$ cat src/rtl/ama_riscv_dmem_responder.sv
// ama_riscv_dmem_responder: turns core load/store requests into a ready/valid bus access and aligns load data.
module ama_riscv_dmem_responder (
    input  logic        clk,
    input  logic        rst,
    input  logic        req_en,
    input  logic [3:0]  req_we,
    input  logic [31:0] req_addr,
    input  logic [31:0] req_wdata,
    input  logic [2:0]  req_funct3,
    output logic        stall_core,
    output logic        rsp_valid,
    output logic [31:0] rsp_rdata,
    output logic        access_err,
    output logic        bus_req_valid,
    input  logic        bus_req_ready,
    output logic [31:0] bus_addr,
    output logic [3:0]  bus_we,
    output logic [31:0] bus_wdata,
    input  logic        bus_rsp_valid,
    input  logic [31:0] bus_rsp_data
);
    typedef enum logic [1:0] {IDLE, REQ, WAIT_RSP, DONE} state_t;
    state_t state;
    logic [31:0] addr_q;
    logic [2:0]  funct3_q;
    logic        accept, bad;
    logic [7:0]  byte_sel;
    logic [15:0] half_sel;
    logic [31:0] load_data;
    always_comb begin
        accept = (state == IDLE || state == DONE) && req_en;
        bad = (req_funct3[1:0] == 2'b01 && req_addr[1:0] == 2'b11) ||
              (req_funct3[1:0] == 2'b10 && req_addr[1:0] != 2'b00) ||
              (req_we == 4'b0 && (req_funct3 == 3'b011 || req_funct3[2:1] == 2'b11));
        stall_core = accept || state == REQ || state == WAIT_RSP;
        bus_req_valid = state == REQ;
        bus_addr = {addr_q[31:2], 2'b00};
        byte_sel = 8'(bus_rsp_data >> {addr_q[1:0], 3'b000});
        half_sel = addr_q[1] ? bus_rsp_data[31:16] : bus_rsp_data[15:0];
        load_data = funct3_q[1] ? bus_rsp_data :
                    funct3_q[0] ? {{16{~funct3_q[2] & half_sel[15]}}, half_sel} :
                                  {{24{~funct3_q[2] & byte_sel[7]}}, byte_sel};
    end
    always_ff @(posedge clk or posedge rst) begin
        if (rst) begin
            state      <= IDLE;
            addr_q     <= '0;
            funct3_q   <= '0;
            bus_we     <= '0;
            bus_wdata  <= '0;
            rsp_valid  <= 1'b0;
            access_err <= 1'b0;
            rsp_rdata  <= '0;
        end else begin
            rsp_valid  <= 1'b0;
            access_err <= 1'b0;
            case (state)
                IDLE, DONE: begin
                    if (accept && bad) begin
                        access_err <= 1'b1;
                        state      <= DONE;
                    end else if (accept) begin
                        addr_q    <= req_addr;
                        funct3_q  <= req_funct3;
                        bus_we    <= req_we;
                        bus_wdata <= req_wdata;
                        state     <= REQ;
                    end else begin
                        state <= IDLE;
                    end
                end
                REQ: begin
                    // a load may see its data in the same cycle the request is accepted
                    if (bus_req_ready && bus_we != 4'b0) begin
                        state <= DONE;
                    end else if (bus_req_ready && bus_rsp_valid) begin
                        rsp_rdata <= load_data;
                        rsp_valid <= 1'b1;
                        state     <= DONE;
                    end else if (bus_req_ready) begin
                        state <= WAIT_RSP;
                    end
                end
                WAIT_RSP: begin
                    if (bus_rsp_valid) begin
                        rsp_rdata <= load_data;
                        rsp_valid <= 1'b1;
                        state     <= DONE;
                    end
                end
            endcase
        end
    end
endmodule

$ cat config.mk
export PLATFORM = sky130hd
export DESIGN_NAME = ama_riscv_dmem_responder
export DESIGN_NICKNAME = d
export VERILOG_FILES = /design/src/rtl/ama_riscv_dmem_responder.sv
export SDC_FILE = /design/constraint.sdc
export NUM_CORES = 1
export LEC_CHECK = 0
export ABC_AREA = 1
export BUFFER_PORTS_ARGS = -buffer_cell sky130_fd_sc_hd__buf_2
export CORE_ASPECT_RATIO = 0.6
export CORE_MARGIN = 2
export CORE_UTILIZATION = 55
export CTS_BUF_LIST = sky130_fd_sc_hd__clkbuf_4
export CTS_CLUSTER_DIAMETER = 50
export DETAILED_ROUTE_END_ITERATION = 10
export PLACE_DENSITY = 0.91
export SYNTH_ARGS = -nofsm -noshare
export SYNTH_HDL_FRONTEND = slang
export SYNTH_SLANG_ARGS = --single-unit
$ cat constraint.sdc
create_clock -name clk -period 5.5 [get_ports clk]
set_input_delay 0.55 -clock clk [delete_from_list [all_inputs] [get_ports clk]]
set_output_delay 0.55 -clock clk [all_outputs]
set_load 0.02 [all_outputs]
## Yosys cells after proc, flatten, opt, wreduce, memory -nomap -nowiden

Index checks and enable logic that the tools add are counted.

| word-level totals | value |
|---|---|
| register bits after elaboration | 107 |
| bits of input ports | 108 |
| output and inout port bits | 104 |

| cells by class | value |
|---|---|
| equal/unequal tests | 12 |
| shift-type cells | 1 |
| multiplexer cells | 20 |
| bitwise operators | 4 |
| reduce and logical (&&, ||, !) cells | 22 |

Operator list:

| cell | count |
|---|---|
| $mux 32 | 5 |
| $pmux 32 s2 | 1 |
| $shr 32x5->8 | 1 |
| $mux 16 | 1 |
| $eq 2x2->1 const B | 5 |
| $mux 2 | 5 |
| $logic_and 1x1->1 | 7 |
| $logic_or 1x1->1 | 6 |
| $mux 1 | 6 |
| $pmux 2 s3 | 1 |
| $eq 2x1->1 const B | 2 |
| $logic_not 4->1 | 1 |
| $ne 2x2->1 const B | 2 |
| $ne 4x1->1 const B | 1 |
| $reduce_and 4->1 | 1 |
| $reduce_bool 2->1 | 2 |
| $reduce_bool 4->1 | 1 |
| $eq 3x2->1 const B | 1 |
| $reduce_and 3->1 | 1 |
| $and 1x1->1 | 2 |
| $logic_not 2->1 | 1 |
| $ne 2x1->1 const B | 1 |
| $not 1->1 | 2 |
| $pmux 1 s2 | 1 |
| 2 further kinds | 2 |

## Longest topological paths before layout

Gate-level depths: netlist of the first run.

| logic depth | value |
|---|---|
| word-level depth | 7 |
| mapped depth | 10 |
| mapped depth without buffers | 9 |

## Worst setup path after synthesis of the first run

No wires, ideal clock.

| path | value |
|---|---|
| path kind | reg2reg |
| start point | register state[1] |
| end point | register rsp_rdata[16] |
| setup time | 119 ps |
| arrival time | 1,469 ps |
| data required time | 5,381 ps |
| path slack | 3,911 ps |
| cell stages (with the launch flop) | 10 |
| path through | dfrtp_1 inv_1 ha_1 inv_1 nand2_1 nand3_2 buf_4 buf_2 nor2_2 a21oi_2 |

| on the way | value |
|---|---|
| word-level cells in the longest chain between the ends | 3 |
| elaborated cells between the ends (all ways) | 8 |
| those cells by class | eq/ne: 5; mux: 1; reduce/logical: 2 |

RTL lines:

| element | line | source |
|---|---|---|
| start: declaration | 23 | `state_t state;` |
| start signal: assignment | 46 | `state <= IDLE;` |
| start signal: assignment | 61 | `state <= DONE;` |
| start signal: assignment | 67 | `state <= REQ;` |
| $eq 2x1->1 (*) | n/a |  |
| via bus_req_valid | 14 | `output logic bus_req_valid,` |
| $ne 2x1->1 (no source line), or another cell as far along | n/a |  |
| $reduce_and 4->1 (no source line) | n/a |  |
| end signal: assignment | 77 | `rsp_rdata <= load_data;` |
| end signal: assignment | 86 | `rsp_rdata <= load_data;` |
| end: declaration | 12 | `output logic [31:0] rsp_rdata,` |

Mark *: on every way through the listed nets, which the timed path passes. The rest lies on a longest branch.
A chain may end at the register's enable or synchronous reset.

## Final worst setup path of the first run

| path | value |
|---|---|
| start point | register state[0] |
| end point | register bus_wdata[9] |

| on the way | value |
|---|---|
| word-level cells in the longest chain between the ends | 6 |
| elaborated cells between the ends (all ways) | 8 |
| those cells by class | eq/ne: 1; bitwise: 1; reduce/logical: 6 |

RTL lines:

| element | line | source |
|---|---|---|
| $eq 2x2->1 or $logic_not 2->1 (tied branches) | 31, 57 |  |
| $logic_or 1x1->1 | 31 | `accept = (state == IDLE \|\| state == DONE) && req_en;` |
| $logic_and 1x1->1 | 31 |  |
| $logic_and 1x1->1 | 59 | `if (accept && bad) begin` |
| $not 1->1 (no source line) | n/a |  |
| $reduce_and 3->1 (no source line) (*) | n/a |  |
| end signal: assignment | 66 | `bus_wdata <= req_wdata;` |
| end: declaration | 18 | `output logic [31:0] bus_wdata,` |

Every way passes the cells marked *; elsewhere a longest branch is shown, timed or not.

==> results of run 1 <==
## cell families after synthesis
logic type	count (synthesis)	share of synthesized area (%)
other	1	0.0689
DFF	107	49.2
and+or+nand+nor	290	21.3
AOI/OAI and AO/OA	110	11.1
adders and majority gates	2	0.460
buffers and inverters	209	17.9
## synth_stat cells
| library cell | number | share of area (%) |
|---|---|---|
| nor2_2 | 5 | 0.57 |
| buf_1 | 1 | 0.069 |
| o21ai_0 | 57 | 5.2 |
| buf_6 | 3 | 0.62 |
| nand2_1 | 218 | 15 |
| o21ai_1 | 20 | 1.8 |
| a21oi_2 | 10 | 1.6 |
| clkbuf_1 | 7 | 0.48 |
| dfrtp_1 | 107 | 49 |
| conb_1 | 1 | 0.069 |
| o211ai_1 | 6 | 0.83 |
| nand3_4 | 1 | 0.32 |
| nand2_2 | 2 | 0.23 |
| inv_1 | 142 | 9.8 |
| inv_4 | 1 | 0.11 |
| a21oi_1 | 17 | 1.6 |
| buf_2 | 12 | 1.1 |
| nand3_1 | 15 | 1.4 |
| buf_4 | 40 | 5.5 |
| clkinv_1 | 1 | 0.069 |
| nand3_2 | 2 | 0.37 |
| ha_1 | 2 | 0.46 |
| nor2_1 | 46 | 3.2 |
| inv_2 | 2 | 0.14 |
| nand4_2 | 1 | 0.23 |
## sequential cells by signal (all words and copies together), names as in the netlist
name,cells
access_err,1
funct3_q,3
state,2
rsp_rdata,32
bus_we,4
addr_q,32
rsp_valid,1
bus_wdata,32
## worst paths after layout
check | to | slack (ns) | cells past startpoint
max in group asynchronous | bus_wdata[23] | 4.23 | 3
min in group clk | addr_q[4] | 0.28 | 3
worst min-delay path | addr_q[10] | 0.14 | 2
worst min register to register | rsp_rdata[6] | 0.50 | 2
worst max-delay path | bus_wdata[9] | 3.06 | 7
worst max register to register | bus_wdata[9] | 3.06 | 7
## final cells by class
class,count,share of cell area (%)
Clock buffer,9,1.06
Clock inverter,7,1.06
Inverter,146,8.65
Multi-Input combinational cell,404,28.1
Sequential cell,107,41.9
Tap cell,135,2.64
Timing Repair Buffer,211,16.6
## routing by layer
layer / track usage (%) / share of wire, % / vias up
li1: - / - / 2419
met4: 6.13 / 1.3 / 0
met1: 33.6 / 45 / 2141
met5: 0 / 0 / -
met2: 38.0 / 44 / 193
met3: 8.93 / 9.4 / 16
## layout by cell type, fill, tap and decap left out
master and instances:
clkbuf_4 9, a21oi_2 10, o21ai_1 20, clkinv_1 1, nand3_2 2, a21oi_1 17
nand3_1 15, conb_1 2, nand3_4 1, buf_2 209, nand2_2 2, o211ai_1 6
inv_8 3, nor2_1 46, inv_1 141, clkinvlp_4 1, nor2_2 5, inv_6 1
nand4_2 1, nand2_1 218, inv_2 2, ha_1 2, buf_4 2, o21ai_0 57
clkinv_4 2, dfrtp_1 107, inv_4 2
## through the flow
stage | utilization [%] | power [uW] | hold WS, ns | worst slack (ns) | instances
CTS | 65.6 | 4010 | 0.150 | 3.06 | 1019
detailed placement | 64.2 | 3620 | 0.461 | 3.00 | 1003
global placement | 64.2 | 3560 | 0.459 | 3.10 | 1003
finish | 65.6 | 3990 | 0.141 | 3.06 | 1019
floorplan | - | 3160 | 0.454 | 2.13 | 720
global route | 65.6 | 4360 | 0.156 | 2.73 | 1019
## power breakdown
group	internal (uW)	total (uW)	switching (uW)	leakage, uW
Combinational	710	2160	1450	0.00265
Sequential	1170	1440	265	0.00132
Clock	106	387	282	0.0000725
Total	1990	3990	2000	0.00404
==> impl_metrics.env, run 1 <==
export IMPL_syn_inst=719
export IMPL_cts_hold_buf=0
export IMPL_multi_input_area_mm2=0.00180
export IMPL_cts_root_buffer="clkbuf_4"
export IMPL_postRouteAntennaNets=0
export IMPL_fp_dieArea_mm2=0.0107
export IMPL_drv_slew=0
export IMPL_ios=212
export IMPL_setup_viol=0
export IMPL_die_w_um=132
export IMPL_critical_path_required_ns=5.89
export IMPL_cts_setup_buffers=0
export IMPL_power_leakage_uw=0.00404
export IMPL_grt_max_degree=75
export IMPL_antenna_found_initial=0
export IMPL_min_path_type="in -> async"
export IMPL_r2r_start="state[0]"
export IMPL_via_per_inst=4.68
export IMPL_yosysWarnings=0
export IMPL_ctsHtreeMaxLevel=3
export IMPL_crit_family="buffers and inverters"
export IMPL_startpoint="state[0]"
export IMPL_rows=28
export IMPL_setup_tns_ns=0
export IMPL_wl_um=12900
export IMPL_final_min_clock_period_ns=2.44
export IMPL_overflow=0
export IMPL_area_growth_pct=17.4
export IMPL_grt_pass1_wl_um=20800
export IMPL_drtIter0Drc=349
export IMPL_worstPathCellList="inv_1, ha_1, nand2_1, inv_1, nand3_4, buf_4, o21ai_0"
export IMPL_cp_start_kind="flop"
export IMPL_cpPeakStageDelay_ns=0.54
export IMPL_clock_sinks=107
export IMPL_cts_repair_resize_count=0
export IMPL_dr_pass1_iters=5
export IMPL_peakVddDrop_mv=0.361
export IMPL_tightest_slew_ns=1.13
export IMPL_core_area_mm2=0.00974
export IMPL_diodes=0
export IMPL_cap_violations=0
export IMPL_gp_congestion=0.868
export IMPL_ys_seq_area_share_pct=49.2
export IMPL_drive_above_1_share_pct=28.5
export IMPL_endpoint_kind="flop"
export IMPL_synth_cell_types=25
export IMPL_final_cell_area_mm2=0.00639
export IMPL_cts_tree="yes"
export IMPL_nNetsFinal=989
export IMPL_timing_fmax_mhz=410
export IMPL_cts_path_max_buffers=2
export IMPL_cpMostUsedCell="inv_1"
export IMPL_avgRoutedWirePerCell_um=12.6
export IMPL_place_area_mm2=0.00626
export IMPL_via_count=4769
export IMPL_postSynthAreaPerCell_um2=7.57
export IMPL_cts_buffers=9
export IMPL_crit_buf_inv=3
export IMPL_slowest_stage="buf_4"
export IMPL_critPathArrivalTime_ns=2.84
export IMPL_power_density_mw_per_mm2=624
export IMPL_drc=0
export IMPL_synth_seq_cells=107
export IMPL_start_util_pct=55.9
export IMPL_fin_skew_ns=0.0138
export IMPL_netlist_area_mm2=0.00544
export IMPL_worstSkewPairLatency_ns=0.47
export IMPL_area_sequential_mm2=0.00268
export IMPL_cp_max_fo=74
export IMPL_crit_type="reg -> reg"
export IMPL_status="complete, no violations"
export IMPL_hold_viol_final=0
export IMPL_grt_use_total_pct=24.6
export IMPL_slew_headroom_pct=24.7
export IMPL_grt_pass1_vias=4302
export IMPL_port_buffers=209
export IMPL_place_hpwl_um=9530
export IMPL_die_h_um=81.1
export IMPL_finalCritPeriodShare_pct=44.4
export IMPL_final_fill_count=834
export IMPL_clkSlewWorstSetupHoldPaths_ns=0.17
export IMPL_rsz0062_at_grt="false"
Note: power is estimated with default switching activity, not from simulation.
==> run 2, diff against run 1 <==
CORE_UTILIZATION = 46   (was 55)
PLACE_DENSITY = 0.81   (was 0.91)
clock period = 2.2 ns   (was 5.5 ns; I/O delays follow)
==> run 2 against run 1 <==
Effect of this change: first-iteration DRC count fell by 6.6%; largest cell class unchanged; critical path depth decreased by 2; final cell count grew 9.9%; power rose to 2.6 times the previous value; flip-flop and latch count unchanged; largest power group unchanged.
==> impl_metrics.env, run 2 (same netlist as run 1, synthesis figures left out) <==
export IMPL_status="complete, no violations"
export IMPL_drtIter0Drc=326
export IMPL_crit_type="reg -> out"
export IMPL_stdcell_count=1120
export IMPL_cp_max_fo=3
export IMPL_grt_pass1_vias=5134
export IMPL_via_per_inst=4.70
export IMPL_critical_path_required_ns=1.98
export IMPL_cts_repair_resize_count=0
export IMPL_crit_family="flip-flops"
export IMPL_timing_fmax_mhz=539
export IMPL_clock_sinks=107
export IMPL_top_usage_layer="met2"
export IMPL_ios=212
export IMPL_hold_viol_final=0
export IMPL_met1_usage_pct=31.6
export IMPL_use_met2_pct=42.6
export IMPL_cts_setup_buffers=0
export IMPL_diodes=0
export IMPL_worstSkewPairLatency_ns=0.47
export IMPL_ctsHtreeMaxLevel=3
export IMPL_drive_above_1_share_pct=27.0
export IMPL_critPathArrivalTime_ns=1.63
export IMPL_grtUsageMet3_pct=7.79
export IMPL_rsz0062_at_grt="false"
export IMPL_core_area_mm2=0.0114
export IMPL_place_hpwl_um=10500
export IMPL_cap_violations=0
export IMPL_cts_tree="yes"
export IMPL_setup_tns_ns=0
export IMPL_multi_input_area_mm2=0.00180
export IMPL_cpPeakStageDelay_ns=0.41
export IMPL_mostFrequentLayoutCells="nand2_1, buf_2, inv_1"
export IMPL_avgRoutedWirePerCell_um=14.3
export IMPL_endpoint_kind="output port"
export IMPL_grt_use_total_pct=25.2
export IMPL_placed_cells=1035
export IMPL_drv_slew=0
export IMPL_start_util_pct=47.7
export IMPL_cts_path_max_buffers=2
export IMPL_fp_dieArea_mm2=0.0127
export IMPL_die_h_um=88.3
export IMPL_cts_root_buffer="clkbuf_4"
export IMPL_final_common_cell="nand2_1"
export IMPL_finalCritPeriodShare_pct=84.3
export IMPL_worstPathCellList="inv_1, ha_1, nand2_1, nand3_1, buf_2"
export IMPL_postRouteAntennaNets=0
export IMPL_drc=0
export IMPL_cp_start_kind="flop"
export IMPL_die_w_um=144
export IMPL_power_leakage_uw=0.00437
export IMPL_tightest_slew_ns=0.646
export IMPL_rows=30
export IMPL_gp_congestion=0.908
export IMPL_area_growth_pct=32.7
export IMPL_largest_registers="addr_q: 32 flops, bus_wdata: 32 flops, rsp_rdata: 32 flops"
export IMPL_fin_skew_ns=0.0127
export IMPL_slew_headroom_pct=56.9
export IMPL_dr_pass1_iters=5
export IMPL_via_count=5266
export IMPL_area_sequential_mm2=0.00268
export IMPL_clkSlewWorstSetupHoldPaths_ns=0.17
export IMPL_wl_um=16000
export IMPL_slowest_stage="dfrtp_1"
export IMPL_peakVddDrop_mv=0.726
export IMPL_antenna_found_initial=0
export IMPL_overflow=0
export IMPL_setup_viol=0
export IMPL_port_buffers=209
export IMPL_final_min_clock_period_ns=1.85
export IMPL_min_path_type="in -> reg"
export IMPL_cts_buffers=9
export IMPL_crit_buf_inv=2
export IMPL_grt_pass1_wl_um=24700
export IMPL_nNetsFinal=1065
export IMPL_grt_max_degree=105
export IMPL_final_fill_count=943
export IMPL_power_density_mw_per_mm2=1440
[run 2: timing repair]
action                                  in CTS  in global routing
endpoints found under the hold margin       95                  0
endpoints found under the setup margin       0                  0
hold buffers                                69                  0
[run 2: metrics by stage]
step	hold slack (ns)	setup slack [ns]	power, uW	instance area (um2)	utilization [%]
6_report	0.0371	0.345	10400	7220	63.3
5_1_grt	0.0428	0.204	11300	7220	63.3
4_1_cts	0.00744	0.334	10400	7220	63.3
3_5_place_dp	0.349	0.389	9300	6400	56.1
3_3_place_gp	0.343	0.488	9130	6400	56.1
2_1_floorplan	0.350	0.611	7900	5450	-
[run 2: path summary, 6_finish.rpt]
path / from / end / slack [ns] / cells after the start
min in group asynchronous: rst / addr_q[14] / 0.37 / 3
setup reg to reg: state[0] / rsp_rdata[20] / 0.37 / 8
hold / removal: req_we[2] / bus_we[2] / 0.04 / 3
setup / recovery: state[0] / stall_core / 0.35 / 5
max in group asynchronous: rst / rsp_rdata[15] / 1.21 / 4
hold reg to reg: rsp_rdata[7] / rsp_rdata[7] / 0.50 / 2
[run 2: worst reg2reg max path: cells and delay by family (launching register included)]
| kind | cells | cell delay (ns) |
|---|---|---|
| and+or+nand+nor | 4 | 0.63 |
| buffers and inverters | 2 | 0.34 |
| DFF | 1 | 0.44 |
| AOI/OAI and AO/OA | 1 | 0.07 |
| adders and majority gates | 1 | 0.25 |
[run 2: area by class of cell]
cell class              count  area share, %
clock buffers               9          0.935
clock inverters             7          0.849
inverters                 146           7.67
multi-input cells         404           24.9
flip-flops and latches    107           37.1
well taps                 160           2.77
repair buffers            287           25.8
[run 2: power breakdown]
part	internal, uW	switching [uW]
clock	253	706
sequential	2930	644
combinational	1990	3910
total	5180	5250
[run 2: routing by layer]
layer  vias up  wire [um]
li1       2574          -
met2       221       7610
met1      2439       6760
met3        32       1310
met5         -          0
met4         0        300
